[src/rtl/serializador_idle_pkg.sv]
// Shared constants and state encoding for the serializer and its phase counter.
// The receive-side paralelizador imports the same package.
package serializador_idle_pkg;

  localparam int         WIDTH     = 8;
  localparam logic [7:0] IDLE_CHAR = 8'hBC;  // K28.5 comma

  // Phase at which a new byte is loaded, and the phase one cycle before it.
  localparam logic [2:0] PHASE_LAST    = 3'd7;
  localparam logic [2:0] PHASE_PRELOAD = 3'd6;

  typedef enum logic {
    SYNC   = 1'b0,
    ACTIVE = 1'b1
  } state_e;

endpackage

[src/rtl/serializador_idle_contador_fase.sv]
// 3-bit bit-phase counter that wraps every byte slot.
// load_edge marks the final phase, where the next edge starts a new slot.
module contador_fase
  import serializador_idle_pkg::*;
(
  input  logic       clk,
  input  logic       rst,
  output logic [2:0] cnt,
  output logic       load_edge
);

  logic [2:0] cnt_q;
  logic [2:0] cnt_d;

  always_comb begin
    cnt_d = cnt_q + 3'd1;
  end

  // Resetting to the last phase makes the first edge after release a load edge.
  always_ff @(posedge clk or posedge rst) begin
    if (rst) begin
      cnt_q <= PHASE_LAST;
    end else begin
      cnt_q <= cnt_d;
    end
  end

  assign cnt       = cnt_q;
  assign load_edge = (cnt_q == PHASE_LAST);

endmodule

[src/rtl/serializador_idle.sv]
// Byte-to-serial transmit stage on clk8f: comma preamble after reset, then
// MSB-first payload bytes with K28.5 filling every slot that has no data.
module serializador_idle #(
  parameter int         WIDTH      = serializador_idle_pkg::WIDTH,
  parameter logic [7:0] IDLE_CHAR  = serializador_idle_pkg::IDLE_CHAR,
  parameter int         SYNC_BYTES = 4
) (
  input  logic             clk8f,
  input  logic             reset,
  input  logic [WIDTH-1:0] data_in,
  input  logic             valid_in,
  output logic             ready_out,
  output logic             data_out,
  output logic             byte_start,
  output logic             payload,
  output logic             active
);

  import serializador_idle_pkg::*;

  localparam logic [3:0] SYNC_LAST = 4'(SYNC_BYTES);

  generate
    if (WIDTH != 8 || SYNC_BYTES < 1 || SYNC_BYTES > 15) begin : g_bad_params
      $error("serializador_idle: WIDTH must be 8 and SYNC_BYTES in 1..15");
    end
  endgenerate

  logic [2:0] cnt;
  logic       load_edge;

  state_e     state_q,      state_d;
  logic [7:0] sh_q,         sh_d;
  logic [3:0] scnt_q,       scnt_d;
  logic       byte_start_q, byte_start_d;
  logic       payload_q,    payload_d;
  logic       ready_q,      ready_d;

  contador_fase u_fase (
    .clk       (clk8f),
    .rst       (reset),
    .cnt       (cnt),
    .load_edge (load_edge)
  );

  always_comb begin
    state_d      = state_q;
    scnt_d       = scnt_q;
    sh_d         = {sh_q[6:0], 1'b0};
    byte_start_d = 1'b0;
    payload_d    = payload_q;

    if (load_edge) begin
      byte_start_d = 1'b1;
      if (state_q == SYNC) begin
        sh_d      = IDLE_CHAR;
        payload_d = 1'b0;
        scnt_d    = scnt_q + 4'd1;
        if (scnt_q + 4'd1 == SYNC_LAST) begin
          state_d = ACTIVE;
        end
      end else if (valid_in && ready_q) begin
        sh_d      = data_in;
        payload_d = 1'b1;
      end else begin
        // No byte offered: fill the slot with a comma, which is not an error.
        sh_d      = IDLE_CHAR;
        payload_d = 1'b0;
      end
    end

    // Registered ready: it anticipates the next cycle being a load edge in ACTIVE.
    ready_d = (state_d == ACTIVE) && (cnt == PHASE_PRELOAD);
  end

  always_ff @(posedge clk8f or posedge reset) begin
    if (reset) begin
      state_q      <= SYNC;
      sh_q         <= 8'h00;
      scnt_q       <= 4'd0;
      byte_start_q <= 1'b0;
      payload_q    <= 1'b0;
      ready_q      <= 1'b0;
    end else begin
      state_q      <= state_d;
      sh_q         <= sh_d;
      scnt_q       <= scnt_d;
      byte_start_q <= byte_start_d;
      payload_q    <= payload_d;
      ready_q      <= ready_d;
    end
  end

  assign data_out   = sh_q[7];
  assign byte_start = byte_start_q;
  assign payload    = payload_q;
  assign ready_out  = ready_q;
  assign active     = (state_q == ACTIVE);

endmodule

[config.mk]
export PLATFORM = sky130hd
export DESIGN_NAME = serializador_idle
export DESIGN_NICKNAME = d
export VERILOG_FILES = /design/src/rtl/serializador_idle_pkg.sv /design/src/rtl/serializador_idle_contador_fase.sv /design/src/rtl/serializador_idle.sv
export SDC_FILE = /design/constraint.sdc
export NUM_CORES = 1
export LEC_CHECK = 0
export CORE_MARGIN = 2
export CORE_UTILIZATION = 51
export CTS_CLUSTER_SIZE = 30
export DETAILED_ROUTE_END_ITERATION = 7
export MAX_ROUTING_LAYER = met4
export PLACE_DENSITY = 0.84
export SLEW_MARGIN = 20
export SYNTH_ARGS = -nofsm -noshare
export SYNTH_HDL_FRONTEND = slang
export SYNTH_SLANG_ARGS = --single-unit
[constraint.sdc]
create_clock -name clk8f -period 4 [get_ports clk8f]
set_input_delay 1.2 -clock clk8f [delete_from_list [all_inputs] [get_ports clk8f]]
set_output_delay 1.2 -clock clk8f [all_outputs]
set_load 0.1 [all_outputs]
# Word level (Yosys, flattened, before mapping)

Cells that the tools add are included.

Bitwise gates (word level): 1
Eq/ne operators: 3
Add/subtract/negate cells: 2
Multiplexer cells: 9
Reductions and logical operators: 3

Operators with widths:

| operator              | count |
|---|---|
| $mux W8               | 3 |
| $eq A3 B3 Y1 const B  | 2 |
| $mux W1               | 6 |
| $add A4 B1 Y4 const B | 1 |
| $eq A4 B3 Y1 const B  | 1 |
| $add A3 B1 Y3 const B | 1 |
| $logic_and A1 B1 Y1   | 2 |
| $reduce_and A2 Y1     | 1 |
| $not A1 Y1            | 1 |

Register bits: 19
Input bits: 11
Output and inout bits: 5
Word-level logic and storage cells: 25

# Longest topological paths before layout

Gate-level depths: netlist of run 1.

Depth after elaboration: 6
Mapped depth: 6
Mapped depth without buffers: 5

# Hierarchy

From an unflattened synthesis of run 1, not the netlist that was laid out.

Cells, all modules: 52
Area, all modules: 735.7 um2

By module, submodules not included:

| module            | cells each | instances | area each (um2) | sequential area each (um2) |
|---|---|---|---|---|
| serializador_idle | 45         | 1         | 624.3           | 400.4 |
| contador_fase     | 7          | 1         | 111.4           | 78.8 |

# Worst setup path before layout of run 1

OpenSTA, ideal clock, no wires.

Path type: register -> output
Start point: register state_q, in the netlist active
End point: output port active
Path buffers: 0
Stages on the path, launching flop included: 1
Arrival: 0.974 ns
Slack: 1.826 ns
Required time: 2.800 ns
Cell sequence: dfrtp_1

RTL lines:

| element                  | RTL line                | text |
|---|---|---|
| start: declaration       | serializador_idle.sv:32 | `state_e state_q, state_d;` |
| start signal: assignment | serializador_idle.sv:85 | `state_q <= state_d;` |
| end: declaration         | serializador_idle.sv:16 | `output logic active` |

No word-level cell between the ends.

# Worst setup path in the final report of run 1

Start point: register ready_q, in the netlist ready_out
End point: output port ready_out

RTL lines:

| element                  | RTL line                | text |
|---|---|---|
| start: declaration       | serializador_idle.sv:37 | `logic ready_q, ready_d;` |
| start signal: assignment | serializador_idle.sv:90 | `ready_q <= ready_d;` |
| end: declaration         | serializador_idle.sv:12 | `output logic ready_out,` |

No word-level cell between the ends.

==> run metrics, run 1 <==
drt total wl around 1100 um; Setup crit end kind output port; clock latency on the worst-skew pair 0.28 ns; I/O Buffers 15; Seq. cell area roughly 480 um2; Syn-to-layout area delta 24.7%; setup violators final 0; Die H 42.0 um; Yosys top cell by area dfrtp_1; pin count of the biggest net entering global routing 20; stages on the worst setup path 1; Max rail drop VDD 0.257 mV; main area contributors after synthesis dfrtp_1 54%, dfstp_2 11%, ha_1 6.8%, o22a_1 6.0%, inv_1 4.6%; Hold Buf Count CTS 0; Iter 0 DRT Violations 5; Buf/Inv on CP 1; Synth warnings 0; RSZ-0062 raised after global routing no; Critical Path Source ready_out; post-CTS sizing 0; drt drc 0; via count about 420; crit path DAT 1.77 ns; hold path startpoint u_fase.cnt[0]; sequential area share after synthesis between 60% and 70%; CTS root buffer clkbuf_4; Ports 16; R2R Path End scnt_q[1]; first-pass GRT wire length 2150 um; Crit Path Max Fanout 2; relative slew slack a little over a third; postcts setup bufs 0; Synth Instances 53; Netlist cell types 19; initial cell density of the core 55.8%; worst path required time between 2 and 3 ns; min cycle time layout around 3.0 ns; gpl congestion slightly below 0.8; mux cell area share after synthesis 1.53%; Avg Inst Size Synth 13.9 um2; worst reg2reg setup slack around 2.2 ns; largest family of logic cells by synthesized area simple AND/OR/NAND/NOR gates; top post-synthesis cells by count 16 x dfrtp_1, 9 x inv_1, 5 x o22a_1, 4 x ha_1, 3 x dfstp_2; adder-cell area share of the yosys netlist between 6 and 7%; clock buffer depth 2; setup TNS 0 ns; post-synthesis simple-gate area fraction under 10%; CTS Buf Count 3; RR Startpoint u_fase.cnt[0]; Post-synth EDFFs 0; Avg WL per Cell 12.8 um; worst slew pin tran slightly below 1 ns; GRT Util Overall between 10% and 20%; H-Tree Depth 1; PwrDens around 340 nW/um2; Critical Path Max Stage Delay roughly 1.1 ns; Die Width between 40 and 50 um; most numerous cell in the Yosys netlist dfrtp_1; share of cells above drive strength 1 approximately 15%; Fin Hold WS roughly 0.48 ns; critical path type reg -> out; Netlist Area Pre-Place 736 um2; Synth Area in XOR/XNOR between 3 and 4%; slowest stage cell on the critical path clkdlybuf4s50_1; Routed Antenna Nets 0; multi-input gate area in the final layout around 210 um2; final net count between 80 and 90; Max Cap Viol 0; CTS tree built; status finished, final reports clean; post-synth top area share 54.4%; critical path cell sequence clkdlybuf4s50_1; Synth Area in Compound Gates under 10%; asr flop ratio synth 100%; HP Class reg -> reg; GRT Residual Overflow 0; crit share post-route 74.3%; P_leak roughly 0.00043 uW; Startpoint Class flip-flop; die area between 1500 and 2000 um2; Peak Freq approximately 340 MHz; Hold Fails Final Rpt 0; Avg Vias per Cell 4.93; Placeable Area between 1000 and 1500 um2; vias in the first global route slightly below 500; Fillers slightly above 100; clk_skew 0.00520 ns; FF+latch count, synth 19; HPWL Detailed between 800 and 900 um; Worst R2R Path Depth 4; Rows 13; max-slew violation count 0; clock-pin slew on the worst setup and hold paths 0.10 ns; critical path endpoint ready_out; post-synth net total 68; CTS sink count 19; drt first pass iters 3; CP top delay family buffers and inverters; antenna diode count 0; Top FF cell, synth dfrtp_1; initial antenna violation count 0
layer usage:
layer  track usage (%)  part of all wire, %
met5                 -                    0
met1              21.7                   49
met3              3.88                  4.9
met4              5.81                 0.91
met2              25.6                   45
through the flow:
step | instance area, um2 | utilization, % | power, uW | instances | setup WS (ns)
final | 917 | 69.6 | 316 | 86 | 1.03
after global routing | 917 | 69.6 | 331 | 86 | 0.963
after CTS | 917 | 69.6 | 319 | 86 | 1.01
after detailed placement | 891 | 67.6 | 229 | 82 | 1.33
after global placement | 891 | 67.6 | 228 | 82 | 1.33
after floorplan | 736 | - | 215 | 53 | 1.83
power by group:
| group | switching [uW] | internal (uW) | leakage [uW] |
|---|---|---|---|
| clock network | 52.0 | 38.6 | 0.0000150 |
| registers | 1.16 | 196 | 0.000225 |
| logic | 14.7 | 13.0 | 0.000194 |
area by class of cell:
class                   count  area share (%)
repair buffers             15            16.1
flip-flops and latches     19            52.3
inverters                   9            3.68
clock buffers               4            2.86
multi-input cells          24            23.1
well taps                  15            2.05
layout by cell type (no fill, tap or decap):
cell / Yosys / layout
nand2_1: 1 / 1
dfstp_2: 3 / 3
o22ai_1: 2 / 2
nor2b_4: 1 / 1
clkbuf_1: 0 / 1
buf_4: 0 / 1
and3_1: 1 / 1
dfrtp_1: 16 / 16
nand4_2: 1 / 1
mux2_2: 1 / 1
ha_1: 4 / 4
nand4_1: 1 / 1
clkdlybuf4s50_1: 0 / 14
o21ai_0: 1 / 1
or2_2: 1 / 1
xor2_1: 1 / 1
nor2_1: 1 / 1
o22a_1: 5 / 5
clkbuf_4: 0 / 3
xnor2_1: 2 / 2
nor4bb_1: 1 / 1
inv_1: 9 / 9
registers in the layout, summed over array words and instances, names as in the netlist:
register    cells
sh_q            8
scnt_q          4
u_fase.cnt      3
active          1
byte_start      1
payload         1
ready_out       1
worst min path at each step:
stage	end	cells after the start	slack [ns]
floorplan	u_fase.cnt[0]	1	0.44
global placement	u_fase.cnt[0]	1	0.45
detailed placement	u_fase.cnt[0]	1	0.45
CTS	u_fase.cnt[0]	1	0.48
global route	u_fase.cnt[0]	1	0.49
finish	u_fase.cnt[0]	1	0.48
kinds of logic after synthesis:
logic type               count (synthesis)
buffers and inverters                   10
XOR/XNOR                                 3
AND/OR/NAND/NOR                          8
flip-flops                              19
AO/OA/AOI/OAI                            8
adder cells (fa/ha/maj)                  4
multiplexers                             1
Power figures use the tool's default switching activity.
==> inputs of run 2 (changes only) <==
CORE_UTILIZATION = 42   (was 51)
PLACE_DENSITY = 0.75   (was 0.84)
clock period = 2.7 ns   (was 4 ns; I/O delays follow)
==> run 2 against run 1 <==
  * Sequential share of layout area up 0.21 points
  * Die area rose by 19%
  * Total power is 51% higher
  * Non-clock buffer count unchanged
  * First-iteration DRC count shrank 100%
  * Combinational power up 46%
  * Setup slack got worse by 0.23 ns
  * Highest routed layer unchanged
  * Final cell count rose by 2.3%
  * Largest power group unchanged
  * Clock power increased by 58%
==> run metrics, run 2 (synthesis results as in run 1) <==
status finished, final reports clean; die area 2100 um2 (+19%); CTS sink count 19 (unchanged); crit path DAT 1.09 ns (-0.68 ns); Fin Hold WS 0.479 ns (+0.00173 ns); CTS root buffer clkbuf_4; Buf/Inv on CP 1 (unchanged); first-pass GRT wire length 1860 um (-14%); stages on the worst setup path 1 (unchanged); slowest stage cell on the critical path dfrtp_1; R2R Path End scnt_q[1]; pin count of the biggest net entering global routing 20 (unchanged); initial cell density of the core 43.6% (-12 points); dpl cells 84 (+2.4%); clock latency on the worst-skew pair 0.29 ns (about the same); initial antenna violation count 0 (unchanged); share of cells above drive strength 1 22.5% (+7.0 points); Iter 0 DRT Violations 0 (-5); max FFs per register 8 (unchanged); clk_skew 0.00433 ns (-0.000875 ns); HP Class reg -> reg; WHS Endpoint u_fase.cnt[0]; worst slew pin tran 0.693 ns (-0.280 ns); final net count 87 (unchanged); I/O Buffers 15 (unchanged); critical path type reg -> out; critical path cell sequence buf_4; CTS tree built; clock buffer depth 2 (unchanged); Rows 15 (+2); relative slew slack 53.8% (+19 points); Die Width 45.9 um (+9.2%); total power 476 uW (+51%); P_leak 0.000439 uW (+1.3%); clock-pin slew on the worst setup and hold paths 0.11 ns (about the same); commonest non-fill, non-tap cell in the layout dfrtp_1; GRT Util Overall 13.1% (-3.5 points); Startpoint Class flip-flop; drt first pass iters 1 (-2); Critical Path Max Stage Delay 0.47 ns (-0.66 ns); Finished Cell Area 913 um2 (-0.41%); Setup crit end kind output port; Biggest register sh_q; most frequent cells in the layout 16 x dfrtp_1, 10 x clkdlybuf4s50_1, 9 x inv_1; min cycle time layout around 1.9 ns; Max Cap Viol 0 (unchanged); Hold Buf Count CTS 0 (unchanged); PwrDens 521 nW/um2 (+51%); CTS Buf Count 3 (unchanged); H-Tree Depth 1 (unchanged); vias in the first global route 460 (-4.4%); Peak Freq 526 MHz; crit share post-route a little over 70%; drt drc 0 (unchanged); Crit Path Max Fanout 4 (+2); Ports 16 (unchanged); max-slew violation count 0 (unchanged); Routed Antenna Nets 0 (unchanged); worst path required time 1.89 ns (-0.91 ns); Min-Delay Path Depth 1 (unchanged); worst reg2reg setup slack 0.90 ns (-1.26 ns); via count 448 (+5.7%); Post-Layout Cell Count 88 (+2.3%); antenna diode count 0 (unchanged); Placed Area 883 um2 (-0.84%); Die H 45.9 um (+9.2%); Max rail drop VDD 0.331 mV (+29%); hold path startpoint u_fase.cnt[0]; CP top delay family flip-flops; drt total wl 1080 um (-2.1%); RR Startpoint u_fase.cnt[0]; Hold Fails Final Rpt 0 (unchanged); Placeable Area 1690 um2 (+28%); postcts setup bufs 0 (unchanged); setup TNS 0 ns (unchanged); setup violators final 0 (unchanged); Worst R2R Path Depth 4 (unchanged); RSZ-0062 raised after global routing no; Fillers 156 (+51%); Avg WL per Cell 12.3 um (-4.3%); Avg Vias per Cell 5.09 (+3.3%); post-CTS sizing 0 (unchanged); Syn-to-layout area delta 24.1%; GRT Residual Overflow 0 (unchanged); HPWL Detailed 802 um (-1.0%); gpl congestion 0.705 (-9.6%)
run 2: how the worst max path moves through the flow:
| stage | start | end | slack, ns |
|---|---|---|---|
| 2_1_floorplan | active | active | 0.92 |
| 3_3_place_gp | valid_in | sh_q[3] | 0.83 |
| 3_5_place_dp | valid_in | sh_q[4] | 0.79 |
| 4_1_cts | active | active | 0.77 |
| 5_1_grt | active | active | 0.74 |
| 6_report | active | active | 0.80 |
run 2: layout make-up:
class                   count  area, um2  area share, %
clock buffers               3       22.5           2.47
clock inverters             1       7.51          0.822
inverters                   9       33.8           3.70
multi-input cells          24        211           23.2
flip-flops and latches     19        479           52.5
well taps                  17       21.3           2.33
repair buffers             15        138           15.1
run 2: report_power, final:
group	internal (uW)	switching, uW	leakage (uW)
logic	18.7	21.8	0.000201
registers	291	1.86	0.000225
clock network	56.3	86.4	0.0000139
total	366	110	0.000439
run 2: stage by stage:
step | setup WS [ns] | util (%)
after global routing | 0.735 | 54.1
final | 0.800 | 54.1
after floorplan | 0.916 | -
after detailed placement | 0.791 | 52.3
after CTS | 0.772 | 54.1
after global placement | 0.830 | 52.3
run 2: metal layers:
metal  track usage (%)  part of all wire, %
met5                 -                    0
met3              2.38                  5.6
met2              21.7                   47
met1              14.1                   45
met4              8.57                  2.3
==> inputs of run 3 (changes only) <==
clock period = 1.6 ns   (was 2.7 ns; I/O delays follow)
==> run 3 against run 2 <==
  * Clock skew grew 0.0035 ns
  * Routed wire length grew 5.8%
  * Combinational power grew 87%
  * Critical endpoint is now scnt_q[1]
  * Design area grew 9.6%
  * Die area is the same
  * Sequential share of layout area shrank 4.5 points
  * Worst hold slack gained 0.0018 ns
==> run metrics, run 3 (synthesis results as in run 1) <==
status finished, final reports clean; Max rail drop VDD 0.574 mV (+74%); final net count 89 (+2.3%); slowest stage cell on the critical path dfstp_2; max-slew violation count 0 (unchanged); max FFs per register 8 (unchanged); HP Class reg -> reg; Syn-to-layout area delta 36.1%; critical path cell sequence ha_1 > ha_4 > nor2b_4 > mux2_2; initial antenna violation count 0 (unchanged); gpl congestion 0.741 (+5.1%); Setup crit end kind flip-flop; share of cells above drive strength 1 26.0% (+3.5 points); CTS tree built; crit path DAT 1.71 ns (+0.62 ns); RSZ-0062 raised after global routing no; Critical Path Max Stage Delay 0.54 ns (+0.07 ns); Avg Vias per Cell 4.81 (-5.5%); critical path type reg -> reg; P_leak 0.000467 uW (+6.4%); setup violators final 0 (unchanged); Crit Path Max Fanout 5 (+1); setup TNS 0 ns (unchanged); antenna diode count 0 (unchanged); CTS sink count 19 (unchanged); Iter 0 DRT Violations 1 (+1); total power 802 uW (+69%); commonest non-fill, non-tap cell in the layout dfrtp_1; first-pass GRT wire length 1860 um (+0.38%); Placeable Area 1690 um2 (unchanged); worst slew pin tran 0.257 ns (-0.436 ns); drt first pass iters 4 (+3); Peak Freq 657 MHz; Die Width 45.9 um (unchanged); CTS Buf Count 3 (unchanged); postcts setup bufs 0 (unchanged); Routed Antenna Nets 0 (unchanged); I/O Buffers 15 (unchanged); drt drc 0 (unchanged); crit share post-route a little over nine tenths; die area 2100 um2 (unchanged); CP top delay family flip-flops; CTS root buffer clkbuf_4; HPWL Detailed 802 um (about the same); drt total wl 1140 um (+5.8%); Fillers 135 (-13%); Max Cap Viol 0 (unchanged); most frequent cells in the layout 15 x dfrtp_1, 10 x clkdlybuf4s50_1, 9 x inv_1; GRT Util Overall 13.7% (+0.62 points); H-Tree Depth 1 (unchanged); Startpoint Class flip-flop; Ports 16 (unchanged); Biggest register sh_q; Hold Fails Final Rpt 0 (unchanged); PwrDens 801 nW/um2 (+54%); GRT Residual Overflow 0 (unchanged); Buf/Inv on CP 0 (-1); Rows 15 (unchanged); clock-pin slew on the worst setup and hold paths 0.10 ns (about the same); vias in the first global route 422 (-8.3%); relative slew slack 82.9% (+29 points); pin count of the biggest net entering global routing 20 (unchanged); Avg WL per Cell 12.7 um (+3.5%); clock latency on the worst-skew pair 0.29 ns (about the same); min cycle time layout between 1.5 and 2 ns; worst path required time 1.79 ns (-0.10 ns); clk_skew 0.00782 ns (+0.00349 ns); initial cell density of the core 43.6% (unchanged); Die H 45.9 um (unchanged); clock buffer depth 2 (unchanged); via count 433 (-3.3%); post-CTS sizing 0 (unchanged); Hold Buf Count CTS 0 (unchanged)
[run 3: layout make-up]
class	count	area, um2	share of cell area [%]
clock buffers	4	26.3	2.63
inverters	9	33.8	3.38
multi-input cells	24	224	22.4
flip-flops and latches	19	480	48.0
well taps	17	21.3	2.13
repair buffers	17	215	21.5
[run 3: worst paths after layout]
check	end	start	slack, ns	cells after the start
setup / recovery	scnt_q[1]	u_fase.cnt[0]	0.08	4
hold / removal	sh_q[2]	sh_q[1]	0.48	1
setup reg to reg	scnt_q[1]	u_fase.cnt[0]	0.08	4
hold reg to reg	sh_q[2]	sh_q[1]	0.48	1
max in group asynchronous	u_fase.cnt[0]	reset	0.84	3
min in group asynchronous	scnt_q[2]	reset	0.49	3
[run 3: where the power goes]
part / leakage [uW] / internal, uW / total (uW) / switching, uW
Clock: 0.0000150 / 96.8 / 231 / 134
Sequential: 0.000224 / 490 / 495 / 4.81
Combinational: 0.000228 / 39.8 / 75.6 / 35.9
[run 3: routing by layer]
layer	wire length, um	track usage (%)	up-vias	share of wire (%)
li1	-	-	217	-
met1	520	16.2	201	45
met2	531	18.3	13	46
met3	79	5.56	2	6.9
met4	12	10.3	0	1.0
met5	0	-	-	0
[run 3: through the flow]
| stage | setup WS (ns) | util [%] | std cells | hold WS (ns) | instance area, um2 |
|---|---|---|---|---|---|
| 2_1_floorplan | 0.0180 | - | 53 | 0.429 | 737 |
| 3_3_place_gp | 0.0149 | 57.0 | 86 | 0.450 | 962 |
| 3_5_place_dp | 0.0195 | 57.0 | 86 | 0.462 | 962 |
| 4_1_cts | 0.0133 | 58.5 | 90 | 0.487 | 988 |
| 5_1_grt | 0.00424 | 59.3 | 90 | 0.497 | 1000 |
| 6_report | 0.0791 | 59.3 | 90 | 0.480 | 1000 |
